### src/rtl/pc_seq_pkg.sv
// rtl/pc_seq_pkg.sv - shared constants and types for the PC sequencer
// Purpose: branch-type status codes, FSM state encoding, default reset PC
//          and small helpers used by pc_seq.
// Ports:   none (package).
package pc_seq_pkg;

    localparam logic [31:0] DEFAULT_RESET_PC = 32'h0000_0000;

    // Branch-type codes as delivered by the decoder on status[2:0].
    typedef enum logic [2:0] {
        CODE_SEQ     = 3'b000,
        CODE_BMN     = 3'b001,
        CODE_BRZ     = 3'b010,
        CODE_BZ      = 3'b011,
        CODE_JMOR    = 3'b100,
        CODE_JALM    = 3'b101,
        CODE_JSPAL   = 3'b110,
        CODE_ILLEGAL = 3'b111
    } status_e;

    typedef enum logic [0:0] {
        ST_RUN  = 1'b0,
        ST_WAIT = 1'b1
    } state_e;

    // Every target written into the PC is word aligned.
    function automatic logic [31:0] align4(input logic [31:0] addr);
        return {addr[31:2], 2'b00};
    endfunction

    // Indirect transfers that also write a link register.
    function automatic logic is_link(input status_e code);
        return (code == CODE_JALM) || (code == CODE_JSPAL);
    endfunction

endpackage

### src/rtl/pc_flags.sv
// rtl/pc_flags.sv - registered N/Z/V condition flags
// Purpose: holds {n,z,v}; loads d when load=1, clears on reset.
// Ports:   clk, reset (sync, active-high), load, d[2:0] -> q[2:0].
module pc_flags (
    input  logic       clk,
    input  logic       reset,
    input  logic       load,
    input  logic [2:0] d,
    output logic [2:0] q
);

    always_ff @(posedge clk) begin
        if (reset) begin
            q <= 3'b000;
        end else if (load) begin
            q <= d;
        end
    end

endmodule

### src/rtl/pc_seq.sv
// rtl/pc_seq.sv - program counter sequencer with indirect-target fetch
// Purpose: selects the next PC from sequential, direct and register
//          targets, and fetches memory-indirect targets over a simple
//          req/ack data-memory read port while stalling the datapath.
// Ports:   clk, reset (sync, active-high)
//          status[2:0], flag_we, alu_n/alu_z/alu_v  - decoder and ALU inputs
//          reg_s, j_diraddr, ind_addr               - candidate targets
//          dm_req, dm_addr, dm_ack, dm_rdata        - indirect-target read port
//          pc, pc_plus4, stall, redirect, link_we, flags, illegal - outputs
module pc_seq
    import pc_seq_pkg::*;
#(
    parameter logic [31:0] RESET_PC = DEFAULT_RESET_PC
) (
    input  logic        clk,
    input  logic        reset,
    input  logic [2:0]  status,
    input  logic        flag_we,
    input  logic        alu_n,
    input  logic        alu_z,
    input  logic        alu_v,
    input  logic [31:0] reg_s,
    input  logic [31:0] j_diraddr,
    input  logic [31:0] ind_addr,
    output logic        dm_req,
    output logic [31:0] dm_addr,
    input  logic        dm_ack,
    input  logic [31:0] dm_rdata,
    output logic [31:0] pc,
    output logic [31:0] pc_plus4,
    output logic        stall,
    output logic        redirect,
    output logic        link_we,
    output logic [2:0]  flags,
    output logic        illegal
);

    state_e      state;
    logic [31:0] cap_addr;
    status_e     cap_code;
    logic [31:0] pc_q;
    logic [2:0]  flags_q;

    status_e     code;
    logic        take_ind;
    logic        take_dir;
    logic [31:0] dir_target;

    assign code     = status_e'(status);
    assign pc       = pc_q;
    assign pc_plus4 = pc_q + 32'd4;
    assign flags    = flags_q;
    assign dm_addr  = cap_addr;
    // Gated by reset so an abandoned read drops its request immediately.
    assign dm_req   = (state == ST_WAIT) && !reset;

    // Branch decisions look only at the registered flags, never at the
    // ALU outputs of the same cycle.
    always_comb begin
        take_ind   = 1'b0;
        take_dir   = 1'b0;
        dir_target = reg_s;
        case (code)
            CODE_BMN:   take_ind = flags_q[2];
            CODE_BRZ: begin
                take_dir   = flags_q[1];
                dir_target = reg_s;
            end
            CODE_BZ: begin
                take_dir   = flags_q[1];
                dir_target = j_diraddr;
            end
            CODE_JMOR,
            CODE_JALM,
            CODE_JSPAL: take_ind = 1'b1;
            default:    ;
        endcase
    end

    // Handshake outputs qualify the instruction presented this cycle, so
    // they are decoded from the current state and inputs rather than
    // registered.
    always_comb begin
        stall    = 1'b0;
        redirect = 1'b0;
        link_we  = 1'b0;
        illegal  = 1'b0;
        if (!reset) begin
            if (state == ST_RUN) begin
                stall    = take_ind;
                redirect = take_dir;
                illegal  = (code == CODE_ILLEGAL);
            end else if (dm_ack) begin
                redirect = 1'b1;
                link_we  = is_link(cap_code);
            end else begin
                stall = 1'b1;
            end
        end
    end

    pc_flags u_flags (
        .clk   (clk),
        .reset (reset),
        .load  (flag_we && !stall),
        .d     ({alu_n, alu_z, alu_v}),
        .q     (flags_q)
    );

    always_ff @(posedge clk) begin
        if (reset) begin
            state    <= ST_RUN;
            pc_q     <= RESET_PC;
            cap_addr <= 32'h0000_0000;
            cap_code <= CODE_SEQ;
        end else begin
            case (state)
                ST_RUN: begin
                    if (take_ind) begin
                        // PC holds; the fetched word becomes the target.
                        cap_addr <= ind_addr;
                        cap_code <= code;
                        state    <= ST_WAIT;
                    end else if (take_dir) begin
                        pc_q <= align4(dir_target);
                    end else begin
                        pc_q <= pc_q + 32'd4;
                    end
                end
                ST_WAIT: begin
                    if (dm_ack) begin
                        pc_q  <= align4(dm_rdata);
                        state <= ST_RUN;
                    end
                end
                default: state <= ST_RUN;
            endcase
        end
    end

endmodule

### config.mk
export PLATFORM = sky130hd
export DESIGN_NAME = pc_seq
export DESIGN_NICKNAME = d
export VERILOG_FILES = /design/src/rtl/pc_seq_pkg.sv /design/src/rtl/pc_flags.sv /design/src/rtl/pc_seq.sv
export SDC_FILE = /design/constraint.sdc
export NUM_CORES = 1
export LEC_CHECK = 0
export CAP_MARGIN = 20
export CORE_MARGIN = 2
export CORE_UTILIZATION = 42
export DETAILED_ROUTE_END_ITERATION = 12
export HOLD_SLACK_MARGIN = 0.02
export PLACE_DENSITY = 0.83
export SETUP_SLACK_MARGIN = 0.4
export SLEW_MARGIN = 20
export SYNTH_ARGS = -nofsm -noshare
export SYNTH_HDL_FRONTEND = slang
export SYNTH_HIERARCHICAL = 1
export SYNTH_SLANG_ARGS = --single-unit
export TNS_END_PERCENT = 50
### constraint.sdc
create_clock -name clk -period 3.35 [get_ports clk]
set_input_delay 0.67 -clock clk [delete_from_list [all_inputs] [get_ports clk]]
set_output_delay 0.67 -clock clk [all_outputs]
set_load 0.02 [all_outputs]
# Word-level counts from Yosys, hierarchy flattened
# Cells that the tools add are included.
# word_totals
register_bits,71
input_bits,138
output_inout_bits,104
elab_cells,47
# op_classes
add_sub_neg,1
eq_ne,11
muxes,20
n_bitwise,1
reduce_logical,9
# op_table
cell,count
two-way mux 32 bit,4
case mux 32 bit (2 select lines),1
"adder 32 x 3 -> 32 bit, second input constant",1
"equality test 3 bit, second input constant",6
two-way mux 1 bit,13
"equality test 3 x 2 -> 1 bit, second input constant",2
"!= test 2 bit, second input constant",2
case mux 1 bit (2 select lines),2
AND reduction 2 bit,2
"equality test 3 x 1 -> 1 bit, second input constant",1
OR reduction 3 bit,1
logical AND 1 bit,2
zero test 1 bit,2
OR reduction 2 bit,1
logical OR 1 bit,1
inverter 1 bit,1

# Depth between registers and ports, before layout
# Gate-level depths: netlist of the first run.
# depth
word_depth,7
depth_mapped,10
mapped_depth_nobuf,6

# Modules after synthesis
# Netlist of the first run, hierarchy kept.
# by_module_without_submodules
mod,instances,cells_per_inst,area_per_inst_um2,seq_area_each_um2
pc_seq,1,538,4176.5,1321.3
pc_flags,1,9,101.3,60.1

# Least setup slack after synthesis of the first run
# Ideal clock, no wire load.
# synth_timing
path_kind,input port to output port
startpoint,input port status[0]
endpoint,output port stall
arrival_time_ns,1.835
t_required_ns,2.680
path_slack_ns,0.845
cell_stages,7
path_buffers,4
cell_sequence,buf_2 -> and2_0 -> clkbuf_1 -> o31a_1 -> buf_4 -> nor2_2 -> buf_4
# synth_between
elab_chain_cells,5
word_cells_on_any_way,8
cone_classes,4 x eq/ne; 3 x mux; 1 x reduce/logical
# synth_rtl
element,line_no,rtl
start: declaration,pc_seq.sv:17,"input logic [2:0] status,"
equality test 3 bit,pc_seq.sv:63,case (code)
OR reduction 3 bit,pc_seq.sv:63,
case mux 1 bit (2 select lines) *,pc_seq.sv:63,
two-way mux 1 bit *,pc_seq.sv:89,if (state == ST_RUN) begin
two-way mux 1 bit *,pc_seq.sv:88,if (!reset) begin
end: declaration,pc_seq.sv:31,"output logic stall,"
# Mark *: on every way between the ends. The rest lies on a longest branch, timed or not.

# Final worst setup path of the first run
# layout_timing
startpoint,"register pc_q[12], in the netlist pc[12]"
endpoint,output port pc_plus4[17]
# layout_between
elab_chain_cells,1
# layout_rtl
element,line_no,rtl
start: declaration,pc_seq.sv:41,logic [31:0] pc_q;
start signal: assignment,pc_seq.sv:125,pc_q <= align4(dir_target);
start signal: assignment,pc_seq.sv:127,pc_q <= pc_q + 32'd4;
start signal: assignment,pc_seq.sv:132,pc_q <= align4(dm_rdata);
adder 32 x 3 -> 32 bit,pc_seq.sv:51,assign pc_plus4 = pc_q + 32'd4;
end: declaration,pc_seq.sv:30,"output logic [31:0] pc_plus4,"
# Every way passes these cells.

==> flow_summary_export.csv, run 1 <==
group,metric,value,unit
cts,root_buffer,"clkbuf_8",
finish,num_antenna_cells,0,
drt,routed_wl,16.68,mm
finish,final_common_cell,"clkdlybuf4s50_1",
timing,final-setup-viol-count,0,
run,drv_cap,0,
global_routing,grt_use_met3,8.297,%
worst_setup_path,critPathRequiredTime,2680,ps
worst_setup_path,cp-end-kind,"output port",
floorplanning,row_count,36,
finish,syn2layout_area_growth,66.60,%
global_routing,grtUsageTotal,29.37,%
cts,clk_latency,360,ps
worst_setup_path,worstSetupPathType,"register to output port",
logic_synthesis,syn_inst,547,
logic_synthesis,synth_cell_types,60,
logic_synthesis,ys_seq_area_share,32.29,%
worst_hold_path,hold_path.class,"register to register",
timing,worst_slew_pin_slew,1043,ps
logic_synthesis,synth_area,4278,µm²
floorplanning,dieWidth,104.9,µm
timing,max_freq,333.3,MHz
cts,cts_tree,"built",
logic_synthesis,ys_warn_count,6,
global_routing,grt.busiest_layer,"met2",
place,placed_cell_area,6736,µm²
floorplanning,start_util,43.57,%
timing,final_hold_viol_count,0,
logic_synthesis,avgSynthCellArea,7.821,µm²
global_routing,overflow,0,
timing,setup_tns,0,ps
finish,fin_area,7127,µm²
power,leakagePower,3.006,nW
drt,antenna_left,0,
worst_setup_path,crit_fanout,7,
global_routing,antenna_found_initial,0,
finish,final_cell_mix,"208 x clkdlybuf4s50_1, 88 x nand2_1, 56 x a21oi_1, 51 x dfxtp_1, 36 x nor2_1",
cts,cts_sinks,69,
timing,skew,15.59,ps
logic_synthesis,ys.flop_type,"dfxtp_1",
timing,final.min_clock_period,3000,ps
status,status,"completed",
global_routing,grtUsageMet1,33.81,%
worst_setup_path,worstPathArrival,2330,ps
drt,drtIter0Drc,310,
finish,nets,919,
cts,cts_buffers,9,
floorplanning,ioPinCount,242,
logic_synthesis,synth_seq_cells,69,
timing,relSlewSlack,30.46,%
global_routing,use_met2,50.14,%
floorplanning,core_area,9819,µm²
logic_synthesis,synth_edf_count,0,
cts,max-clock-path-buffers,2,
place,gp_congestion,0.9135,
power,p_total,2.625,mW
timing,rsz0062_at_grt,"true",
timing,slew_violations,0,
logic_synthesis,synthArstFlopShare,0,%
cts,clk_pin_slew_worst_paths,100,ps
drt,routedWlPerCell,18.17,µm
cts,hold_buffers,0,
drt,drc,0,
drt,first_pass_iters,6,
global_routing,grt_pass1_vias,5157,
floorplanning,chipHeight,104.9,µm
timing,finalCritPeriodShare,89.56,%
worst_setup_path,start_kind,"register",
place,io_buffers,231,
power,ir_drop,0.3201,mV
place,dp.final_hpwl,12.51,mm
drt,via_count,5175,
global_routing,grt_pass1_wl,25.94,mm
floorplanning,die-area,11010,µm²
drt,via_per_inst,5.637,
cts,htreeDepth,3,
power,power_density,368.3,nW/µm²
finish,drive_above_1_share,12.87,%
global_routing,grt_max_degree,34,
## critical path, cell delays in order (launching register included)
cell,delay [ps]
dfxtp_1,390
buf_4,170
and4_1,280
nand4_1,260
xnor2_1,230
clkdlybuf4s50_1,630
## flip-flops by register name (all words and copies together), names as in the netlist
name and flops:
cap_code 3, u_flags/q 3, state 1, pc 30, dm_addr 32
## metal layers
metal / up-vias / routed length, µm / part of all wire [%]
li1: 2425 / - / -
met1: 2415 / 6369 / 38
met2: 289 / 8154 / 49
met3: 46 / 1603 / 9.6
met4: 0 / 556 / 3.3
met5: - / 0 / 0
## final timing paths
check                                  start  slack [ps]  cells past startpoint      endpoint
worst max-delay path                  pc[12]         350                      5  pc_plus4[17]
worst min-delay path              dm_addr[7]         460                      2    dm_addr[7]
worst max register to register  u_flags/q[2]        1290                      7        pc[16]
worst min register to register    dm_addr[7]         460                      2    dm_addr[7]
## area by class of cell
| class | count | area (µm²) |
|---|---|---|
| repair buffers | 266 | 2572 |
| well taps | 133 | 166.4 |
| inverters | 14 | 52.55 |
| fillers | 784 | 2693 |
| flip-flops and latches | 69 | 1404 |
| clock buffers | 9 | 123.9 |
| clock inverters | 7 | 80.08 |
| multi-input cells | 420 | 2728 |
## synth_stat cells, types with 2 or more instances
| library cell | instances | area share [%] |
|---|---|---|
| a211o_1 | 2 | 0.41 |
| a211oi_1 | 12 | 2.1 |
| a21o_1 | 5 | 0.88 |
| a21oi_1 | 56 | 6.6 |
| a221o_1 | 6 | 1.4 |
| a221oi_1 | 4 | 0.82 |
| a22o_1 | 4 | 0.82 |
| a2bb2oi_1 | 6 | 1.2 |
| a31oi_1 | 3 | 0.44 |
| and3_1 | 7 | 1.0 |
| and4_1 | 7 | 1.4 |
| buf_2 | 14 | 1.6 |
| buf_4 | 8 | 1.4 |
| clkbuf_1 | 23 | 2.0 |
| clkbuf_2 | 2 | 0.23 |
| dfxtp_1 | 69 | 32 |
| inv_1 | 14 | 1.2 |
| mux2_2 | 5 | 1.3 |
| mux2i_1 | 33 | 7.7 |
| nand2_1 | 88 | 7.7 |
| nand2b_1 | 3 | 0.44 |
| nand3_1 | 12 | 1.4 |
| nand3b_1 | 4 | 0.70 |
| nand4_1 | 13 | 1.9 |
| nand4_2 | 2 | 0.58 |
| nor2_1 | 37 | 3.2 |
| nor3_1 | 18 | 2.1 |
| nor4_1 | 5 | 0.73 |
| o21ai_0 | 17 | 2.0 |
| o221a_2 | 2 | 0.53 |
| o22ai_1 | 5 | 0.73 |
| o2bb2ai_1 | 4 | 0.82 |
| o31ai_1 | 2 | 0.35 |
| or3_1 | 2 | 0.29 |
| or4_1 | 2 | 0.35 |
| xnor2_1 | 23 | 4.7 |
| xor2_1 | 5 | 1.0 |
## where the power goes
group / switching (mW) / leakage [nW] / internal (mW) / total [mW]
combinational: 0.450 / 2.34 / 0.460 / 0.909
sequential: 0.0959 / 0.574 / 0.895 / 0.991
clock: 0.372 / 0.0968 / 0.353 / 0.725
total: 0.917 / 3.01 / 1.71 / 2.62
## metrics by stage
stage | hold slack [ps] | setup slack, ps | instances | utilization [%]
finish | 455.9 | 349.9 | 918 | 72.58
global route | 477.6 | 283.0 | 918 | 72.58
CTS | 459.7 | 176.1 | 916 | 72.03
detailed placement | 447.0 | 137.7 | 893 | 68.60
global placement | 441.6 | 142.5 | 893 | 68.60
floorplan | 471.7 | 844.7 | 550 | -
## cells by family (layout without fill, tap and decap cells)
family                   Yosys count  in the layout  share of synthesized area, %
AND/OR/NAND/NOR                  210            210                         24.25
AO/OA/AOI/OAI                    139            139                         21.79
multiplexers                      38             38                         9.038
flip-flops                        69             69                         32.29
buffers and inverters             61            296                         6.522
XOR/XNOR                          28             28                         5.733
adder cells (fa/ha/maj)            1              1                        0.2924
other                              1              4                       0.08766
## repair_timing
item | in CTS | in global routing
setup endpoints to repair | 26 | 24
cloned | 0 | 0
buffers inserted | 7 | 2
resized for setup | 42 | 22
pin swaps | 3 | 1
(Power assumes the default switching activity.)
==> run 2, diff against run 1 <==
- CORE_MARGIN: 2 -> 4
- TNS_END_PERCENT: 50 -> 1
==> flow_summary_export.csv, run 2 (synthesis gave the netlist of run 1 again) <==
group,metric,value,unit
worst_setup_path,cpPeakStageDelay,640,ps
floorplanning,dieWidth,108.9,µm
finish,seq_area,1385,µm²
worst_hold_path,hold_path.class,"register to register",
finish,final_cell_mix,"223 x clkdlybuf4s50_1, 88 x nand2_1, 66 x dfxtp_1, 56 x a21oi_1, 37 x nor2_1",
power,leakagePower,2.851,nW
power,switching_share,33.34,%
drt,antenna_left,0,
drt,drtIter0Drc,300,
timing,max_freq,311.0,MHz
global_routing,grt_pass1_wl,25.13,mm
place,dp.final_hpwl,12.67,mm
timing,rsz0062_at_grt,"true",
timing,worst_slew_pin_slew,1080,ps
drt,via_count,5082,
timing,setup_tns,0,ps
floorplanning,ioPinCount,242,
floorplanning,chipHeight,108.9,µm
timing,slew_violations,0,
worst_setup_path,worstPathArrival,2550,ps
timing,finalCritPeriodShare,95.98,%
finish,fin_area,7071,µm²
finish,finalNonFillerCells,916,
global_routing,overflow,0,
power,power.internal,1.782,mW
finish,drive_above_1_share,9.962,%
worst_setup_path,critPathRequiredTime,2680,ps
timing,setup_slack,134.7,ps
place,pre_cts_ws,231.2,ps
worst_hold_path,holdPathStages,2,
global_routing,grt_pass1_vias,5107,
worst_setup_path,worstPathCellList,"nand4_4, nor3_4, nand4_2, xnor2_1, clkdlybuf4s50_1",
drt,routed_wl,16.42,mm
drt,via_per_inst,5.548,
timing,relSlewSlack,27.97,%
finish,largest_register_ff_count,32,
finish,syn2layout_area_growth,65.28,%
finish,fillers,765,
power,power_frac_seq,36.5,%
cts,max-clock-path-buffers,2,
timing,final.min_clock_period,3215,ps
worst_setup_path,cp-end-kind,"output port",
cts,cts_tree,"built",
worst_setup_path,crit_path_top_delay_cell,"clkdlybuf4s50_1",
power,power_density,378.1,nW/µm²
finish,multi_input_area,2694,µm²
run,drv_cap,0,
worst_setup_path,worstSetupPathType,"register to output port",
cts,htreeDepth,3,
global_routing,grt_max_degree,34,
power,p_comb_share,34.6,%
worst_setup_path,ff2ff_path_depth,5,
floorplanning,start_util,43.37,%
place,io_buffers,231,
cts,cts_buffers,9,
worst_setup_path,crit_fanout,8,
cts,root_buffer,"clkbuf_8",
finish,num_antenna_cells,0,
floorplanning,row_count,36,
floorplanning,core_area,9864,µm²
global_routing,antenna_found_initial,0,
place,gp_congestion,0.8726,
place,placed_cell_area,6736,µm²
place,dp.cells,893,
finish,nets,917,
timing,skew,13.67,ps
timing,final_hold_viol_count,0,
power,ir_drop,0.2786,mV
worst_setup_path,start_kind,"register",
drt,drc,0,
cts,clk_latency,360,ps
worst_setup_path,cp.depth,5,
timing,final-setup-viol-count,0,
finish,final_common_cell,"clkdlybuf4s50_1",
drt,routedWlPerCell,17.93,µm
timing,hold_slack,454.8,ps
status,status,"completed",
worst_setup_path,critical_path.top_delay_family,"simple AND/OR/NAND/NOR gates",
global_routing,grtUsageTotal,26.78,%
drt,first_pass_iters,5,
floorplanning,die-area,11860,µm²
power,p_sw,891.2,µW
power,clkPwrFrac,29.0,%
worst_setup_path,path_buf_inv,1,
cts,clk_pin_slew_worst_paths,80,ps
cts,cts_sinks,69,
run 2: cell types whose count changed in the layout (fill, tap and decap cells not counted), sizes merged:
cell / before / now
bufinv: 1 / 2
clkdlybuf4s15: 2 / 0
dlygate4sd2: 9 / 6
dlymetal6s2s: 9 / 1
inv: 17 / 15
clkdlybuf4s50: 208 / 223
buf: 36 / 34
clkinv: 1 / 3
clkinvlp: 2 / 1
clkbuf: 11 / 9
run 2: layout make-up:
| type | instances | share of cell area [%] |
|---|---|---|
| clock buffer | 9 | 1.752 |
| clock inverter | 7 | 1.398 |
| inverter | 14 | 0.7432 |
| multi-input combinational | 420 | 38.10 |
| sequential | 69 | 19.59 |
| tap | 133 | 2.354 |
| timing repair buffer | 264 | 36.06 |
run 2: tightest hold or removal path, cell delays in order, from the launching register on:
cell and delay [ps]:
dfxtp_1 310, nand2_1 50, a21oi_1 50
run 2: worst paths after layout:
check | from | end | slack [ps]
min | dm_addr[8] | dm_addr[8] | 450
max | pc[8] | pc_plus4[31] | 130
max reg2reg | pc[8] | pc[31] | 1290
min reg2reg | dm_addr[8] | dm_addr[8] | 450
run 2: timing repair:
item,in CTS,in global routing
pin swaps,3,3
gates resized for setup,13,7
hold buffers,0,0
setup endpoints to repair,26,27
buffers inserted,5,2
run 2: power by group through the flow:
stage                     clock network [mW]  registers, mW  logic (mW)
after floorplan                            0           1.05       0.389
after global placement                     0          0.984       0.909
after detailed placement                   0          0.990       0.925
after CTS                              0.783          0.972       0.925
after global routing                   0.816          0.987       0.986
final                                  0.775          0.975       0.924
run 2: through the flow:
stage / power [mW] / utilization (%)
floorplan: 1.437 / -
global placement: 1.893 / 68.29
detailed placement: 1.916 / 68.29
CTS: 2.680 / 71.27
global route: 2.789 / 71.68
finish: 2.673 / 71.68
run 2: layer usage:
metal,GRT usage [%],vias up,wire (µm)
li1,-,2427,-
met3,6.809,30,1574
met4,10.19,0,390
met2,46.54,262,8087
met1,31.57,2363,6370
met5,0,-,0
==> run 3, diff against run 2 <==
- CORE_MARGIN: 4 -> default
- CORE_UTILIZATION: 42 -> 39
- PLACE_DENSITY: 0.83 -> 0.78
- clock period: 3.35 -> 3 ns (I/O delays scaled with it)
==> flow_summary_export.csv, run 3 (synthesis gave the netlist of run 1 again) <==
group,metric,value,unit
power,power_density,406.1,nW/µm²
worst_setup_path,crit_fanout,7,
finish,final_util,68.60,%
worst_hold_path,hold_path.class,"register to register",
power,ir_drop,0.2671,mV
cts,cts_sinks,69,
place,placed_cell_area,6913,µm²
floorplanning,dieWidth,106.7,µm
floorplanning,ioPinCount,242,
worst_setup_path,cp-end-kind,"output port",
timing,slew_violations,0,
worst_setup_path,critPathRequiredTime,2400,ps
run,drv_cap,0,
cts,cts_buffers,9,
finish,fillers,906,
finish,num_antenna_cells,0,
timing,skew,12.43,ps
cts,clk_latency,350,ps
place,io_buffers,231,
floorplanning,start_util,40.89,%
timing,finalCritPeriodShare,94.48,%
cts,htreeDepth,3,
cts,cts_tree,"built",
timing,setup_slack,165.5,ps
timing,final-setup-viol-count,0,
floorplanning,chipHeight,106.7,µm
floorplanning,core_area,10460,µm²
floorplanning,row_count,37,
global_routing,antenna_found_initial,0,
worst_setup_path,worstPathArrival,2230,ps
worst_setup_path,crit_path_top_delay_cell,"dfxtp_1",
cts,root_buffer,"clkbuf_8",
finish,seq_area,1388,µm²
finish,syn2layout_area_growth,67.77,%
worst_setup_path,path_buf_inv,2,
worst_setup_path,start_kind,"register",
timing,max_freq,352.8,MHz
finish,largest_register_ff_count,32,
timing,setup_tns,0,ps
drt,drc,0,
place,gp_congestion,0.8750,
worst_setup_path,cpPeakStageDelay,360,ps
timing,final.min_clock_period,2835,ps
timing,rsz0062_at_grt,"true",
finish,nets,939,
cts,clk_pin_slew_worst_paths,80,ps
floorplanning,die-area,11390,µm²
global_routing,overflow,0,
finish,drive_above_1_share,13.17,%
drt,routed_wl,16.40,mm
place,dp.final_hpwl,12.63,mm
finish,fin_area,7177,µm²
power,leakagePower,2.971,nW
finish,multi_input_area,2684,µm²
place,pre_cts_ws,-81.99,ps
worst_setup_path,worstPathCellList,"ha_1, nand3_2, nor3_2, buf_4, nand4_1, xnor2_1, dlygate4sd2_1",
drt,via_count,5180,
global_routing,grt_pass1_wl,25.16,mm
cts,max-clock-path-buffers,2,
drt,via_per_inst,5.505,
drt,routedWlPerCell,17.43,µm
worst_setup_path,critical_path.top_delay_family,"buffers and inverters",
global_routing,grt_pass1_vias,5025,
timing,final_hold_viol_count,0,
global_routing,grt_max_degree,34,
finish,final_common_cell,"clkdlybuf4s50_1",
cts,hold_buffers,0,
drt,first_pass_iters,5,
timing,hold_slack,457.7,ps
finish,final_cell_mix,"208 x clkdlybuf4s50_1, 88 x nand2_1, 64 x dfxtp_1, 56 x a21oi_1, 55 x buf_4",
status,status,"completed",
drt,antenna_left,0,
drt,drtIter0Drc,258,
worst_setup_path,worstSetupPathType,"register to output port",
global_routing,grtUsageTotal,27.99,%
run 3: changes by cell type in the layout (fill, tap and decap cells not counted), sizes merged:
cell / previous run / this run
clkbuf: 9 / 12
bufinv: 2 / 1
clkinv: 3 / 4
dlygate4sd2: 6 / 18
buf: 34 / 56
clkdlybuf4s50: 223 / 208
run 3: through the flow:
step | std cells | total power, mW
after global placement | 919 | 2.150
after CTS | 940 | 2.927
after detailed placement | 919 | 2.175
after floorplan | 550 | 1.605
final | 941 | 2.914
after global routing | 941 | 3.043
run 3: report_power, final:
group          switching [mW]  internal (mW)  total, mW
Combinational           0.541          0.542       1.08
Sequential             0.0706          0.995       1.07
Clock                   0.379          0.386      0.766
run 3: timing repair:
action                     in CTS  in global routing
gates resized for setup        34                  8
pin swaps                       4                  2
buffers inserted                5                  1
setup endpoints to repair      29                 30
run 3: path summary, 6_finish.rpt:
kind	from	endpoint	cells after the start	slack, ps
max	pc[2]	pc_plus4[28]	7	170
min	dm_addr[9]	dm_addr[9]	2	460
max reg2reg	pc[23]	pc[31]	6	1010
min reg2reg	dm_addr[9]	dm_addr[9]	2	460
run 3: worst reg2reg max path: stages, from the launching register on:
cell and delay [ps]:
dfxtp_1 450, nand2_1 190, nor4_2 330, buf_4 170, nand4_2 140, or4_1 550, o211ai_1 100
run 3: routing by layer:
layer  wire length, µm  vias to the layer above  part of all wire (%)  global-route usage [%]
met5                 0                        -                     0                       0
met4               353                        0                   2.2                   9.100
met3              1338                       34                   8.2                   6.322
met2              8075                      251                    49                   49.12
met1              6633                     2431                    40                   33.63
li1                  -                     2464                     -                       -
run 3: cell type report:
class / count / area share (%)
Tap cell: 136 / 2.371
Multi-Input combinational cell: 420 / 37.40
Clock buffer: 9 / 1.726
Timing Repair Buffer: 286 / 37.41
Inverter: 14 / 0.7322
Sequential cell: 69 / 19.33
Clock inverter: 7 / 1.029
